[config.mk]
export PLATFORM = sky130hd
export DESIGN_NAME = note_sequencer
export DESIGN_NICKNAME = d
export VERILOG_FILES = /design/src/rtl/note_sequencer.sv
export SDC_FILE = /design/constraint.sdc
export NUM_CORES = 1
export LEC_CHECK = 0
export BUFFER_PORTS_ARGS = -buffer_cell sky130_fd_sc_hd__buf_2
export CAP_MARGIN = 20
export CORE_MARGIN = 4
export CORE_UTILIZATION = 30
export CTS_BUF_LIST = sky130_fd_sc_hd__clkbuf_16
export DETAILED_ROUTE_END_ITERATION = 10
export GPL_ROUTABILITY_DRIVEN = 0
export SYNTH_ARGS = -nofsm -noshare
export SYNTH_HDL_FRONTEND = slang
export SYNTH_SLANG_ARGS = --single-unit
[constraint.sdc]
create_clock -name clk -period 4.8 [get_ports clk]
set_clock_uncertainty 0.15 [all_clocks]
set_input_delay 0.72 -clock clk [delete_from_list [all_inputs] [get_ports clk]]
set_output_delay 0.72 -clock clk [all_outputs]
set_load 0.1 [all_outputs]
[src/rtl/note_sequencer.sv]
`default_nettype none
// +----------------------------------------------------------------------------+
// | note_sequencer: 16-step programmable melody controller, one-hot buzzer out  |
// | Rev 1.0                                                                     |
// +----------------------------------------------------------------------------+
module note_sequencer #(
  parameter int TICK_DIV   = 4,
  parameter int GAP_CYCLES = 2
) (
  input  logic       clk,
  input  logic       rst_n,
  input  logic       start,
  input  logic       stop,
  input  logic       loop_en,
  input  logic [3:0] seq_len,
  input  logic       wr_en,
  input  logic [3:0] wr_addr,
  input  logic [7:0] wr_data,
  output logic [7:0] buzzer,
  output logic       busy,
  output logic [3:0] step_idx,
  output logic       done,
  output logic       wr_err
);

  localparam int PW = (TICK_DIV > 1) ? $clog2(TICK_DIV) : 1;
  localparam int GW = (GAP_CYCLES > 1) ? $clog2(GAP_CYCLES) : 1;
  localparam logic [PW-1:0] PRE_LAST = PW'(TICK_DIV - 1);
  localparam logic [GW-1:0] GAP_LAST = GW'(GAP_CYCLES - 1);

  typedef enum logic [1:0] {
    S_IDLE = 2'd0,
    S_PLAY = 2'd1,
    S_GAP  = 2'd2
  } state_t;

  state_t          state_q, state_d;
  logic [3:0]      step_q, step_d;
  logic [PW-1:0]   pre_q, pre_d;
  logic [3:0]      dur_q, dur_d;
  logic [GW-1:0]   gap_q, gap_d;
  logic [7:0]      buzzer_q, buzzer_d;
  logic            done_q, done_d;
  logic            wr_err_q, wr_err_d;
  logic [7:0]      mem_q [16];
  logic [7:0]      mem_d [16];

  logic            tick;
  logic            advance;
  logic [3:0]      last_step;
  logic [3:0]      cur_dur;
  logic [7:0]      nxt;

  always_comb begin
    state_d   = state_q;
    step_d    = step_q;
    pre_d     = pre_q;
    dur_d     = dur_q;
    gap_d     = gap_q;
    done_d    = 1'b0;
    wr_err_d  = wr_en && (state_q != S_IDLE);
    advance   = 1'b0;
    mem_d     = mem_q;
    tick      = (pre_q == PRE_LAST);
    cur_dur   = mem_q[step_q][3:0];
    last_step = (seq_len == 4'd0) ? 4'd15 : seq_len - 4'd1;

    // The program port is only open while idle
    if (wr_en && (state_q == S_IDLE)) begin
      mem_d[wr_addr] = wr_data;
    end

    case (state_q)
      S_IDLE: begin
        if (start && !stop) begin
          state_d = S_PLAY;
          step_d  = 4'd0;
          pre_d   = '0;
          dur_d   = 4'd0;
        end
      end
      S_PLAY: begin
        if (stop) begin
          state_d = S_IDLE;
          step_d  = 4'd0;
        end else if (tick) begin
          pre_d = '0;
          if (dur_q == cur_dur) begin
            if (GAP_CYCLES > 0) begin
              state_d = S_GAP;
              gap_d   = '0;
            end else begin
              advance = 1'b1;
            end
          end else begin
            dur_d = dur_q + 4'd1;
          end
        end else begin
          pre_d = pre_q + PW'(1);
        end
      end
      S_GAP: begin
        if (stop) begin
          state_d = S_IDLE;
          step_d  = 4'd0;
        end else if (gap_q == GAP_LAST) begin
          advance = 1'b1;
        end else begin
          gap_d = gap_q + GW'(1);
        end
      end
      default: begin
        state_d = S_IDLE;
        step_d  = 4'd0;
      end
    endcase

    // A seq_len that shrank below the current step makes this the last step
    if (advance) begin
      pre_d = '0;
      dur_d = 4'd0;
      if (step_q < last_step) begin
        step_d  = step_q + 4'd1;
        state_d = S_PLAY;
      end else if (loop_en) begin
        step_d  = 4'd0;
        state_d = S_PLAY;
      end else begin
        step_d  = 4'd0;
        state_d = S_IDLE;
        done_d  = 1'b1;
      end
    end

    // Buzzer is registered alongside the state, so it looks ahead at the
    // entry about to play (including a same-edge write to it)
    nxt      = mem_d[step_d];
    buzzer_d = ((state_d == S_PLAY) && !nxt[7]) ? (8'h01 << nxt[6:4]) : 8'h00;
  end

  always_ff @(posedge clk or negedge rst_n) begin
    if (!rst_n) begin
      state_q  <= S_IDLE;
      step_q   <= 4'd0;
      pre_q    <= '0;
      dur_q    <= 4'd0;
      gap_q    <= '0;
      buzzer_q <= 8'h00;
      done_q   <= 1'b0;
      wr_err_q <= 1'b0;
      for (int i = 0; i < 16; i++) begin
        mem_q[i] <= 8'h80;
      end
    end else begin
      state_q  <= state_d;
      step_q   <= step_d;
      pre_q    <= pre_d;
      dur_q    <= dur_d;
      gap_q    <= gap_d;
      buzzer_q <= buzzer_d;
      done_q   <= done_d;
      wr_err_q <= wr_err_d;
      mem_q    <= mem_d;
    end
  end

  assign buzzer   = buzzer_q;
  assign busy     = (state_q != S_IDLE);
  assign step_idx = step_q;
  assign done     = done_q;
  assign wr_err   = wr_err_q;

endmodule
`default_nettype wire

==> impl_metrics.prom, run 1 <==
# TYPE chip_impl_metric gauge
chip_impl_metric{name="power.ir.vdd_worst",unit="uV"} 273.7
chip_impl_metric{name="n_antenna_cell",unit=""} 0
chip_impl_info{name="crit_path_frequent_cell",value="mux2i_1"} 1
chip_impl_metric{name="synth.net_count",unit=""} 633
chip_impl_metric{name="critical_path_arrival",unit="ns"} 4.28
chip_impl_metric{name="finalWorstPathRequiredPeriod",unit="ns"} 4.095
chip_impl_metric{name="netSwitchingFraction",unit="%"} 30.27
chip_impl_metric{name="number_of_violations_of_the_max_capacitance_limit",unit=""} 0
chip_impl_metric{name="critPathMaxFanout",unit=""} 9
chip_impl_metric{name="met3_usage",unit="%"} 3.295
chip_impl_info{name="gr-max-usage-layer",value="met2"} 1
chip_impl_metric{name="number_of_synthesized_flops_with_an_enable_pin",unit=""} 0
chip_impl_info{name="critical_path.cell_chain",value="inv_1, ha_1, inv_2, nor4b_2, and3_1, buf_4, mux2_2, mux2i_1, mux2i_1, a31o_1, or4_1, nor4b_1"} 1
chip_impl_metric{name="yosysSeqAreaShare",unit="%"} 50.33
chip_impl_metric{name="final_max_slew_viol_count",unit=""} 0
chip_impl_info{name="r2r-end",value="buzzer[4]"} 1
chip_impl_metric{name="cts_post_setup_buffers_inserted",unit=""} 0
chip_impl_info{name="worstSetupPathType",value="reg -> reg"} 1
chip_impl_metric{name="clock_latency",unit="ns"} 0.44
chip_impl_metric{name="pin_slew_with_the_least_headroom_to_its_limit",unit="ns"} 0.8642
chip_impl_info{name="setup.worst_path.end_class",value="register"} 1
chip_impl_metric{name="routedWlPerCell",unit="um"} 18.47
chip_impl_info{name="worst_setup_path_start_kind",value="register"} 1
chip_impl_metric{name="syn_inst",unit=""} 600
chip_impl_metric{name="cts_max_path_buffers",unit=""} 2
chip_impl_metric{name="seq_power_share",unit="%"} 42.9
chip_impl_metric{name="synth.yosys.warnings",unit=""} 0
chip_impl_metric{name="yosys_register_bits",unit=""} 151
chip_impl_metric{name="htree_levels",unit=""} 4
chip_impl_metric{name="post_synth_instance_area",unit="um^2"} 7547
chip_impl_metric{name="drc_errors",unit=""} 0
chip_impl_metric{name="detailedRoute.firstPassIterationCount",unit=""} 4
chip_impl_info{name="layout_common_cells",value="dfrtp_1, mux2_2, mux2i_1"} 1
chip_impl_metric{name="cts_inserted_buffers",unit=""} 17
chip_impl_info{name="synth_ff_type",value="dfrtp_1"} 1
chip_impl_metric{name="vias_post_dr",unit=""} 4941
chip_impl_metric{name="clock-sinks",unit=""} 151
chip_impl_metric{name="setup.reg_to_reg.worst_slack",unit="ns"} 0.70
chip_impl_metric{name="max_slew_margin",unit="%"} 42.39
chip_impl_metric{name="worst_path_largest_cell_delay",unit="ns"} 0.72
chip_impl_metric{name="power.density_cell_area",unit="nW/um^2"} 516.9
chip_impl_metric{name="cts_resized",unit=""} 0
chip_impl_metric{name="clockPowerShare",unit="%"} 29.7
chip_impl_metric{name="grt_max_degree",unit=""} 95
chip_impl_metric{name="grt.total_usage",unit="%"} 13.54
chip_impl_info{name="critical_path.slowest_cell",value="or4_1"} 1
chip_impl_metric{name="dr.first_iter.drc_count",unit=""} 455
chip_impl_metric{name="final_core_utilization",unit="%"} 35.80
chip_impl_info{name="crit-reg2reg-launch",value="state_q[0]"} 1
chip_impl_metric{name="r2r_cells",unit=""} 12
chip_impl_metric{name="comb_power_share",unit="%"} 27.4
chip_impl_metric{name="initial_utilization",unit="%"} 30.76
chip_impl_metric{name="postSynthAreaPerCell",unit="um^2"} 12.58
chip_impl_metric{name="tns",unit="ns"} 0
chip_impl_metric{name="grt_use_met1",unit="%"} 19.09
chip_impl_info{name="run_status",value="finished, final reports clean"} 1
chip_impl_metric{name="cp_num_buf_inv",unit=""} 3
chip_impl_metric{name="hpwl",unit="um"} 12250
chip_impl_info{name="startpoint",value="state_q[0]"} 1
chip_impl_metric{name="hold_violations",unit=""} 0
chip_impl_metric{name="buffer_ports.inserted",unit=""} 36
chip_impl_metric{name="worst_setup_hold_path_clk_slew",unit="ns"} 0.07
chip_impl_metric{name="std_cell_rows",unit=""} 57
chip_impl_info{name="cts_tree",value="yes"} 1
chip_impl_info{name="hold_class",value="in -> async"} 1
chip_impl_metric{name="total_leakage_power",unit="nW"} 3.785
chip_impl_metric{name="grt_pass1_wl",unit="um"} 29090
chip_impl_metric{name="post_synthesis_cell_type_count",unit=""} 64
chip_impl_metric{name="synthToLayoutAreaGrowth",unit="%"} 16.36
chip_impl_metric{name="floorplan.core_area",unit="um^2"} 24530
chip_impl_metric{name="setup-violations-final",unit=""} 0
chip_impl_info{name="cpLargestDelayFamily",value="simple AND/OR/NAND/NOR gates"} 1
chip_impl_metric{name="design.portCount",unit=""} 37
chip_impl_metric{name="vias_per_cell",unit=""} 4.991
chip_impl_metric{name="drive_above_1_share",unit="%"} 39.34
chip_impl_metric{name="switching_power",unit="W"} 0.001374
chip_impl_metric{name="final_global_route_overflow_total",unit=""} 0
chip_impl_metric{name="synth-async-reset-ratio",unit="%"} 100.0
chip_impl_metric{name="met2_usage",unit="%"} 20.65
chip_impl_metric{name="chipHeight",unit="um"} 166.6
chip_impl_metric{name="final_net_count",unit=""} 686
chip_impl_metric{name="routed_wl",unit="um"} 18290
chip_impl_metric{name="die_w",unit="um"} 166.6
chip_impl_metric{name="die_area",unit="um^2"} 27760
chip_impl_metric{name="final_antenna_net_count",unit=""} 0
chip_impl_metric{name="worstPathRequired",unit="ns"} 4.98
chip_impl_metric{name="critical_path_depth",unit=""} 12
chip_impl_metric{name="cts.hold.buffers_added",unit=""} 0
chip_impl_info{name="mostFrequentLayoutCell",value="dfrtp_1"} 1
chip_impl_info{name="rsz0062_at_grt",value="no"} 1
chip_impl_metric{name="max_clock_freq",unit="MHz"} 244.2
chip_impl_metric{name="internal-power",unit="W"} 0.003165
chip_impl_info{name="clock_tree.root_cell",value="clkbuf_16"} 1
chip_impl_metric{name="period_share",unit="%"} 85.32
chip_impl_metric{name="grt_antenna_before_repair",unit=""} 0
chip_impl_metric{name="first_global_vias",unit=""} 4912
==> power groups by stage <==
stage / registers [W] / logic [W] / clock network, W
final: 0.00195 / 0.00124 / 0.00135
after floorplan: 0.00201 / 0.000911 / 0
after global routing: 0.00200 / 0.00137 / 0.00143
after CTS: 0.00195 / 0.00125 / 0.00138
after global placement: 0.00195 / 0.00124 / 0
after detailed placement: 0.00197 / 0.00125 / 0
==> metrics by stage <==
stage / cells / total power (W) / cell area [um^2] / hold slack, ns / setup WS (ns)
2_1_floorplan: 600 / 0.002923 / 7547 / 0.2744 / 0.8214
3_3_place_gp: 958 / 0.003188 / 8193 / 0.3224 / 0.3247
3_5_place_dp: 958 / 0.003218 / 8193 / 0.3332 / 0.2613
4_1_cts: 990 / 0.004586 / 8782 / 0.2592 / 0.7027
5_1_grt: 990 / 0.004805 / 8782 / 0.2925 / 0.3308
6_report: 990 / 0.004539 / 8782 / 0.2127 / 0.7045
==> synth_stat cells (3+ instances only) <==
cell type | n | area share, %
nor2_1 | 40 | 2.0
nor3_1 | 8 | 0.53
a21oi_1 | 16 | 1.1
inv_1 | 15 | 0.75
dfstp_2 | 16 | 5.6
buf_4 | 6 | 0.60
xnor2_1 | 5 | 0.58
o21ai_0 | 16 | 1.1
o21a_1 | 4 | 0.40
nor4b_2 | 3 | 0.60
nor2b_1 | 4 | 0.33
o31ai_1 | 4 | 0.40
o21ai_2 | 3 | 0.35
a22oi_1 | 4 | 0.40
mux4_2 | 11 | 3.3
nand2_1 | 26 | 1.3
clkbuf_1 | 12 | 0.60
ha_1 | 11 | 1.8
mux2_2 | 126 | 19
a211oi_1 | 5 | 0.50
dfrtp_1 | 135 | 45
mux2i_1 | 46 | 6.1
mux2_1 | 3 | 0.45
nand3_1 | 8 | 0.53
or3_1 | 4 | 0.33
buf_2 | 9 | 0.60
o22ai_1 | 3 | 0.25
nand2b_1 | 10 | 0.83
==> per-layer routing <==
layer	wire, um	vias up
li1	-	2299
met5	0	-
met4	268	0
met2	8374	103
met1	8549	2516
met3	1096	23
==> area by class of cell <==
cell class,count,area [um^2]
Fill cell,2420,15750
Sequential cell,151,3800
Clock inverter,15,163.9
Clock buffer,17,425.4
Multi-Input combinational cell,404,3543
Timing Repair Buffer,61,374.1
Tap cell,324,405.4
Inverter,18,70.07
==> worst register-to-register path: stages, from the launching register on <==
cell and delay (ns):
dfrtp_1 0.43, inv_1 0.14, ha_1 0.40, inv_2 0.09, nor4b_2 0.47, and3_1 0.22
buf_4 0.22, mux2_2 0.38, mux2i_1 0.12, mux2i_1 0.08, a31o_1 0.23, or4_1 0.72
nor4b_1 0.33
==> kinds of logic after synthesis <==
family	Yosys count	synth area share, %
AO/OA/AOI/OAI	75	6.682
XOR/XNOR	5	0.5802
adder cells (fa/ha/maj)	11	1.824
buffers and inverters	45	2.719
flip-flops	151	50.33
multiplexers	188	29.03
AND/OR/NAND/NOR	125	8.836
==> how the worst max path moves through the flow <==
stage | to | slack [ns]
after CTS | buzzer[1] | 0.70
after global placement | buzzer[1] | 0.32
final | buzzer[4] | 0.70
after floorplan | buzzer[1] | 0.82
after detailed placement | buzzer[1] | 0.26
after global routing | buzzer[2] | 0.33
No activity file was read; power rests on OpenSTA's default activity.
==> run 2, diff against run 1 <==
- SETUP_SLACK_MARGIN: not set -> 0.3
- clock period: 4.8 -> 3.91 ns (I/O delays scaled with it)
==> impl_metrics.prom, run 2 (same netlist as run 1, synthesis figures left out) <==
# TYPE chip_impl_metric gauge
chip_impl_info{name="worstSetupPathType",value="in -> reg"} 1
chip_impl_info{name="startpoint",value="seq_len[0]"} 1
chip_impl_metric{name="power.density_cell_area",unit="nW/um^2"} 602.5
chip_impl_metric{name="initial_utilization",unit="%"} 30.76
chip_impl_metric{name="setup-violations-final",unit=""} 0
chip_impl_metric{name="first_global_vias",unit=""} 5080
chip_impl_metric{name="critical_path_arrival",unit="ns"} 3.73
chip_impl_metric{name="clock_latency",unit="ns"} 0.42
chip_impl_metric{name="final_net_count",unit=""} 731
chip_impl_info{name="cts_tree",value="yes"} 1
chip_impl_metric{name="grt.total_usage",unit="%"} 13.88
chip_impl_info{name="worst_setup_path_start_kind",value="input pin"} 1
chip_impl_metric{name="r2r_cells",unit=""} 12
chip_impl_metric{name="vias_post_dr",unit=""} 5152
chip_impl_metric{name="clockPowerShare",unit="%"} 27.7
chip_impl_metric{name="die_w",unit="um"} 166.6
chip_impl_info{name="critical_path.cell_chain",value="buf_8, or3_4, a21oi_4, ha_4, a21oi_2, o21ai_2, buf_6, o31ai_4, o21ai_4, buf_6, buf_12, nor2_1, o21ai_0, a21boi_0, nor4_2, buf_4, buf_4, nor4_2"} 1
chip_impl_metric{name="cts.hold.buffers_added",unit=""} 0
chip_impl_info{name="mostFrequentLayoutCell",value="dfrtp_1"} 1
chip_impl_metric{name="hold_violations",unit=""} 0
chip_impl_info{name="r2r-end",value="buzzer[7]"} 1
chip_impl_metric{name="buffer_ports.inserted",unit=""} 36
chip_impl_metric{name="cts_inserted_buffers",unit=""} 17
chip_impl_info{name="critical_path.slowest_cell",value="or3_4"} 1
chip_impl_metric{name="design.portCount",unit=""} 37
chip_impl_metric{name="setup.reg_to_reg.worst_slack",unit="ns"} 0.41
chip_impl_info{name="crit-reg2reg-launch",value="state_q[0]"} 1
chip_impl_metric{name="critical_path_depth",unit=""} 18
chip_impl_metric{name="drive_above_1_share",unit="%"} 48.17
chip_impl_metric{name="switching_power",unit="W"} 0.001734
chip_impl_metric{name="routed_wl",unit="um"} 19350
chip_impl_metric{name="internal-power",unit="W"} 0.003987
chip_impl_metric{name="synthToLayoutAreaGrowth",unit="%"} 25.83
chip_impl_metric{name="htree_levels",unit=""} 4
chip_impl_metric{name="dr.first_iter.drc_count",unit=""} 366
chip_impl_metric{name="detailedRoute.firstPassIterationCount",unit=""} 4
chip_impl_metric{name="drc_errors",unit=""} 0
chip_impl_metric{name="grt_antenna_before_repair",unit=""} 0
chip_impl_metric{name="number_of_violations_of_the_max_capacitance_limit",unit=""} 0
chip_impl_metric{name="chipHeight",unit="um"} 166.6
chip_impl_metric{name="seq_power_share",unit="%"} 41.8
chip_impl_info{name="hold_class",value="in -> async"} 1
chip_impl_metric{name="critPathMaxFanout",unit=""} 8
chip_impl_metric{name="period_share",unit="%"} 90.60
chip_impl_metric{name="power.ir.vdd_worst",unit="uV"} 321.9
chip_impl_metric{name="worst_setup_hold_path_clk_slew",unit="ns"} 0.06
chip_impl_metric{name="grt_max_degree",unit=""} 84
chip_impl_metric{name="final_antenna_net_count",unit=""} 0
chip_impl_metric{name="hpwl",unit="um"} 12730
chip_impl_metric{name="n_antenna_cell",unit=""} 0
chip_impl_metric{name="max_slew_margin",unit="%"} 45.10
chip_impl_metric{name="cts_max_path_buffers",unit=""} 2
chip_impl_metric{name="final_max_slew_viol_count",unit=""} 0
chip_impl_metric{name="std_cell_rows",unit=""} 57
chip_impl_info{name="setup.worst_path.end_class",value="register"} 1
chip_impl_metric{name="worstPathRequired",unit="ns"} 4.09
chip_impl_metric{name="finalWorstPathRequiredPeriod",unit="ns"} 3.542
chip_impl_info{name="clock_tree.root_cell",value="clkbuf_16"} 1
chip_impl_info{name="rsz0062_at_grt",value="yes"} 1
chip_impl_metric{name="tns",unit="ns"} 0
chip_impl_info{name="run_status",value="finished, final reports clean"} 1
chip_impl_metric{name="die_area",unit="um^2"} 27760
chip_impl_metric{name="final_global_route_overflow_total",unit=""} 0
chip_impl_metric{name="clock-sinks",unit=""} 151
chip_impl_metric{name="netSwitchingFraction",unit="%"} 30.31
chip_impl_metric{name="finalWorstSetupSlack",unit="ns"} 0.3675
chip_impl_metric{name="total_leakage_power",unit="nW"} 4.085
chip_impl_metric{name="cp_num_buf_inv",unit=""} 6
chip_impl_metric{name="post-place-ws",unit="ns"} -0.2350
chip_impl_metric{name="comb_power_share",unit="%"} 30.5
chip_impl_metric{name="floorplan.core_area",unit="um^2"} 24530
chip_impl_metric{name="worst_path_largest_cell_delay",unit="ns"} 0.39
chip_impl_metric{name="routedWlPerCell",unit="um"} 18.71
chip_impl_metric{name="max_clock_freq",unit="MHz"} 282.3
chip_impl_info{name="crit_end",value="buzzer[2]"} 1
chip_impl_metric{name="pin_slew_with_the_least_headroom_to_its_limit",unit="ns"} 0.8172
chip_impl_info{name="layout_common_cells",value="dfrtp_1, mux2_2, buf_4"} 1
chip_impl_metric{name="grt_pass1_wl",unit="um"} 29950
chip_impl_metric{name="vias_per_cell",unit=""} 4.983
chip_impl_info{name="cpLargestDelayFamily",value="compound AO/OA/AOI/OAI gates"} 1
## run 2: cell types whose count changed in the layout (fill, tap and decap cells not counted), sizes merged
cell	delta
and3b	+1
buf	+43
clkinv	+1
clkinvlp	+1
inv	-2
## run 2: routing by layer
layer	global-route usage (%)	vias to the layer above	routed length (um)
li1	-	2405	-
met1	19.96	2641	9300
met2	21.08	83	9041
met3	3.342	23	706
met4	3.735	0	303
met5	0	-	0
## run 2: worst min-delay path by stage
stage	from	endpoint	slack (ns)
global placement	pre_q[1]	pre_q[1]	0.32
global route	rst_n	dur_q[3]	0.13
finish	rst_n	dur_q[0]	0.06
CTS	rst_n	dur_q[3]	0.1
floorplan	rst_n	asynchronous set/reset pin	0.14
detailed placement	pre_q[0]	pre_q[0]	0.33
## run 2: power by group through the flow
stage | clock (W) | combinational (W) | sequential, W
final | 0.00158 | 0.00175 | 0.00239
after floorplan | 0 | 0.00114 | 0.00247
after detailed placement | 0 | 0.00158 | 0.00242
after CTS | 0.00162 | 0.00161 | 0.00240
after global placement | 0 | 0.00156 | 0.00240
after global routing | 0.00168 | 0.00192 | 0.00246
## run 2: metrics by stage
stage                     hold WS (ns)  instance area (um^2)  util [%]  total power [W]  std cells
after floorplan                 0.1409                  7622         -         0.003611        600
after global placement          0.3203                  8501     34.65         0.003959        985
after detailed placement        0.3327                  8501     34.65         0.004005        985
after CTS                      0.09812                  9107     37.12         0.005628       1016
after global routing            0.1285                  9497     38.71         0.006057       1034
final                          0.05682                  9497     38.71         0.005722       1034
## run 2: worst reg2reg max path, stage by stage, from the launching register on
cell and delay, ns:
dfrtp_1 0.41, inv_2 0.12, ha_4 0.18, buf_4 0.15, nand4b_4 0.13, or3_4 0.37
mux2_4 0.32, mux2_4 0.29, a221oi_4 0.26, a211oi_2 0.05, or4_4 0.57, buf_8 0.17
nor4bb_1 0.24
## run 2: cell type report
cell class                      instances  area [um^2]
Fill cell                            2341        15040
Timing Repair inverter                  1        7.507
Clock buffer                           17        425.4
Timing Repair Buffer                  104        789.5
Clock inverter                         14        135.1
Multi-Input combinational cell        405         3836
Sequential cell                       151         3805
Tap cell                              324        405.4
Inverter                               18        92.59
## run 2: repair_timing
item                       4_1_cts  5_1_grt
cloned                           0        2
hold endpoints to repair         0        0
setup endpoints to repair        8        8
resized for setup               12       47
pin swaps                        0       22
setup buffers                    0       16
==> run 3, diff against run 2 <==
- ABC_AREA: not set -> 1
==> impl_metrics.prom, run 3 <==
# TYPE chip_impl_metric gauge
chip_impl_info{name="synth_ff_type",value="dfrtp_1"} 1
chip_impl_metric{name="postSynthAreaPerCell",unit="um^2"} 7.549
chip_impl_metric{name="switching_power",unit="W"} 0.002058
chip_impl_metric{name="post_synth_instance_area",unit="um^2"} 8123
chip_impl_info{name="synth_most_common_cell",value="nand2_1"} 1
chip_impl_metric{name="synth_top_area_share",unit="%"} 41.59
chip_impl_metric{name="worst_path_largest_cell_delay",unit="ns"} 0.55
chip_impl_metric{name="pin_slew_with_the_least_headroom_to_its_limit",unit="ns"} 0.8295
chip_impl_metric{name="power.ir.vdd_worst",unit="uV"} 317.8
chip_impl_metric{name="syn_inst",unit=""} 1076
chip_impl_metric{name="setup-violations-final",unit=""} 0
chip_impl_metric{name="dr.first_iter.drc_count",unit=""} 485
chip_impl_metric{name="number_of_violations_of_the_max_capacitance_limit",unit=""} 0
chip_impl_info{name="worstSetupPathType",value="reg -> reg"} 1
chip_impl_metric{name="drc_errors",unit=""} 0
chip_impl_metric{name="post_synth_and_or_nand_nor_area_fraction",unit="%"} 28.08
chip_impl_metric{name="synth_mux_area_share",unit="%"} 0
chip_impl_metric{name="max_slew_margin",unit="%"} 44.70
chip_impl_metric{name="final_net_count",unit=""} 1132
chip_impl_metric{name="std_cell_rows",unit=""} 59
chip_impl_metric{name="cts_post_setup_buffers_inserted",unit=""} 0
chip_impl_metric{name="yosysSeqAreaShare",unit="%"} 46.77
chip_impl_metric{name="finalWorstPathRequiredPeriod",unit="ns"} 3.209
chip_impl_info{name="critical_path.slowest_cell",value="o21ai_0"} 1
chip_impl_metric{name="die_area",unit="um^2"} 29770
chip_impl_metric{name="number_of_synthesized_flops_with_an_enable_pin",unit=""} 0
chip_impl_metric{name="synthToLayoutAreaGrowth",unit="%"} 12.80
chip_impl_info{name="cts_tree",value="yes"} 1
chip_impl_metric{name="fillerInstances",unit=""} 2765
chip_impl_metric{name="initial_utilization",unit="%"} 30.82
chip_impl_info{name="rsz0062_at_grt",value="no"} 1
chip_impl_metric{name="htree_levels",unit=""} 4
chip_impl_metric{name="buffer_ports.inserted",unit=""} 36
chip_impl_metric{name="final_max_slew_viol_count",unit=""} 0
chip_impl_metric{name="yosys_register_bits",unit=""} 151
chip_impl_metric{name="power.density_cell_area",unit="nW/um^2"} 645.8
chip_impl_metric{name="routed_wl",unit="um"} 20590
chip_impl_metric{name="n_antenna_cell",unit=""} 0
chip_impl_metric{name="first_global_vias",unit=""} 6559
chip_impl_metric{name="place_inst",unit=""} 1415
chip_impl_info{name="clock_tree.root_cell",value="clkbuf_16"} 1
chip_impl_metric{name="regArea",unit="um^2"} 3799
chip_impl_metric{name="hold_violations",unit=""} 0
chip_impl_info{name="mostFrequentLayoutCell",value="nand2_1"} 1
chip_impl_metric{name="worst_setup_hold_path_clk_slew",unit="ns"} 0.06
chip_impl_metric{name="grt_use_met1",unit="%"} 19.41
chip_impl_metric{name="synth_xor_xnor_area_share",unit="%"} 0.2157
chip_impl_metric{name="cts_resized",unit=""} 0
chip_impl_info{name="layout_common_cells",value="nand2_1, inv_1, nand3_1"} 1
chip_impl_metric{name="synth.net_count",unit=""} 1109
chip_impl_metric{name="vias_per_cell",unit=""} 4.629
chip_impl_metric{name="grt.total_usage",unit="%"} 14.22
chip_impl_info{name="critical_path.cell_chain",value="inv_1, ha_1, nand2_4, inv_1, nand3_1, o21ai_0, nand3_1, nand3_1, nand3_1, nand3_1, nand2_2, nor2_1, nand2_1, nor2_2"} 1
chip_impl_info{name="synth_area_leader",value="dfrtp_1"} 1
chip_impl_info{name="synth.cells.most_frequent",value="nand2_1, inv_1, nand3_1"} 1
chip_impl_metric{name="placed_area",unit="um^2"} 8549
chip_impl_metric{name="cts.hold.buffers_added",unit=""} 0
chip_impl_metric{name="internal-power",unit="W"} 0.003858
chip_impl_metric{name="seq_power_share",unit="%"} 40.8
chip_impl_metric{name="final_antenna_net_count",unit=""} 0
chip_impl_metric{name="netSwitchingFraction",unit="%"} 34.79
chip_impl_metric{name="floorplan.core_area",unit="um^2"} 26350
chip_impl_metric{name="design.portCount",unit=""} 37
chip_impl_metric{name="clock-sinks",unit=""} 151
chip_impl_metric{name="fin_cells",unit=""} 1447
chip_impl_metric{name="met2_usage",unit="%"} 22.83
chip_impl_metric{name="total_leakage_power",unit="nW"} 4.732
chip_impl_metric{name="share_of_the_synthesized_area_in_compound_gates_ao_oa_aoi_oai",unit="%"} 10.04
chip_impl_metric{name="final_core_utilization",unit="%"} 34.77
chip_impl_metric{name="worstPathRequired",unit="ns"} 4.13
chip_impl_info{name="synth.top_cells.by_area",value="dfrtp_1, nand2_1, inv_1"} 1
chip_impl_info{name="setup.worst_path.end_class",value="register"} 1
chip_impl_metric{name="grt_antenna_before_repair",unit=""} 0
chip_impl_metric{name="critical_path_arrival",unit="ns"} 3.43
chip_impl_metric{name="grt_pass1_wl",unit="um"} 34470
chip_impl_metric{name="max_clock_freq",unit="MHz"} 311.6
chip_impl_metric{name="die_w",unit="um"} 172.5
chip_impl_metric{name="period_share",unit="%"} 82.08
chip_impl_info{name="dominant_combinational_cell_family_by_area_after_synthesis",value="simple AND/OR/NAND/NOR gates"} 1
chip_impl_metric{name="met3_usage",unit="%"} 3.362
chip_impl_metric{name="drive_above_1_share",unit="%"} 12.86
chip_impl_info{name="run_status",value="finished, final reports clean"} 1
chip_impl_info{name="hold_class",value="in -> async"} 1
chip_impl_info{name="worst_setup_path_start_kind",value="register"} 1
chip_impl_metric{name="vias_post_dr",unit=""} 6698
chip_impl_metric{name="grt_max_degree",unit=""} 87
chip_impl_metric{name="chipHeight",unit="um"} 172.5
chip_impl_metric{name="tns",unit="ns"} 0
chip_impl_metric{name="clockPowerShare",unit="%"} 29.1
chip_impl_metric{name="synth_adder_area_share",unit="%"} 1.694
chip_impl_metric{name="clock_latency",unit="ns"} 0.43
chip_impl_info{name="crit_path_frequent_cell",value="nand3_1"} 1
chip_impl_metric{name="post_synthesis_cell_type_count",unit=""} 37
chip_impl_metric{name="cts_inserted_buffers",unit=""} 17
chip_impl_metric{name="hpwl",unit="um"} 14100
chip_impl_metric{name="final_global_route_overflow_total",unit=""} 0
chip_impl_metric{name="comb_power_share",unit="%"} 30.1
chip_impl_metric{name="synth-async-reset-ratio",unit="%"} 100.0
chip_impl_metric{name="fin_area",unit="um^2"} 9163
chip_impl_metric{name="synth.yosys.warnings",unit=""} 0
chip_impl_metric{name="detailedRoute.firstPassIterationCount",unit=""} 5
chip_impl_metric{name="critPathMaxFanout",unit=""} 16
chip_impl_metric{name="total_power",unit="W"} 0.005917
chip_impl_info{name="gr-max-usage-layer",value="met2"} 1
chip_impl_metric{name="setup.reg_to_reg.worst_slack",unit="ns"} 0.70
chip_impl_metric{name="multiInputGateArea",unit="um^2"} 3252
chip_impl_metric{name="cts_max_path_buffers",unit=""} 2
chip_impl_metric{name="routedWlPerCell",unit="um"} 14.23
## run 3: cell types whose count changed in the layout (fill, tap and decap cells not counted), sizes merged, moves of 7 or more
cell / before / now
o21ai: 20 / 141
mux2: 131 / 0
nand2b: 10 / 0
nor2: 40 / 28
inv: 24 / 208
nand3: 8 / 138
nand2: 26 / 324
a21oi: 16 / 9
buf: 104 / 48
mux4: 11 / 0
mux2i: 46 / 0
## run 3: worst paths after layout
path | from | to | cells after the start
setup / recovery | state_q[0] | buzzer[0] | 14
hold / removal | rst_n | asynchronous set/reset pin | 1
setup reg to reg | state_q[0] | buzzer[0] | 14
hold reg to reg | register | register | 2
max in group asynchronous | rst_n | mem_q[63] | 2
min in group clk | wr_en | wr_err | 3
## run 3: cell families (layout without fill, tap and decap cells)
group,after synthesis,in the layout
AO/OA/AOI/OAI,156,156
adder cells (fa/ha/maj),11,11
flip-flops,151,151
buffers and inverters,252,288
AND/OR/NAND/NOR,504,504
XOR/XNOR,2,2
## run 3: through the flow
step / hold WS, ns / worst slack, ns
floorplan: 0.1409 / 0.9213
global placement: 0.3154 / 0.4891
detailed placement: 0.3226 / 0.3990
CTS: 0.1089 / 0.6989
global route: 0.1232 / 0.3988
finish: 0.07121 / 0.7007
## run 3: power groups by stage
stage	Clock, W	Combinational [W]	Sequential, W
global route	0.00183	0.00210	0.00248
detailed placement	0	0.00179	0.00244
global placement	0	0.00176	0.00242
CTS	0.00175	0.00180	0.00241
floorplan	0	0.00133	0.00245
finish	0.00172	0.00178	0.00241
## run 3: per-layer routing
metal / wire length (um) / share of wire [%]
met3: 1009 / 4.9
met4: 308 / 1.5
met5: 0 / 0
met1: 9682 / 47
met2: 9588 / 47
## run 3: critical path, delay by kind of cell, from the launching register on
family	cells	cell delay, ns
flops	1	0.42
compound gates	1	0.55
fa+ha+maj	1	0.30
buf+inv	2	0.26
simple gates	10	1.45
## run 3: area by class of cell
cell class	count	area share (%)
clock inverter	15	2.048
inverter	208	8.630
clock buffer	17	4.643
tap	335	4.575
timing repair buffer	48	3.154
multi-input combinational	673	35.49
sequential	151	41.46
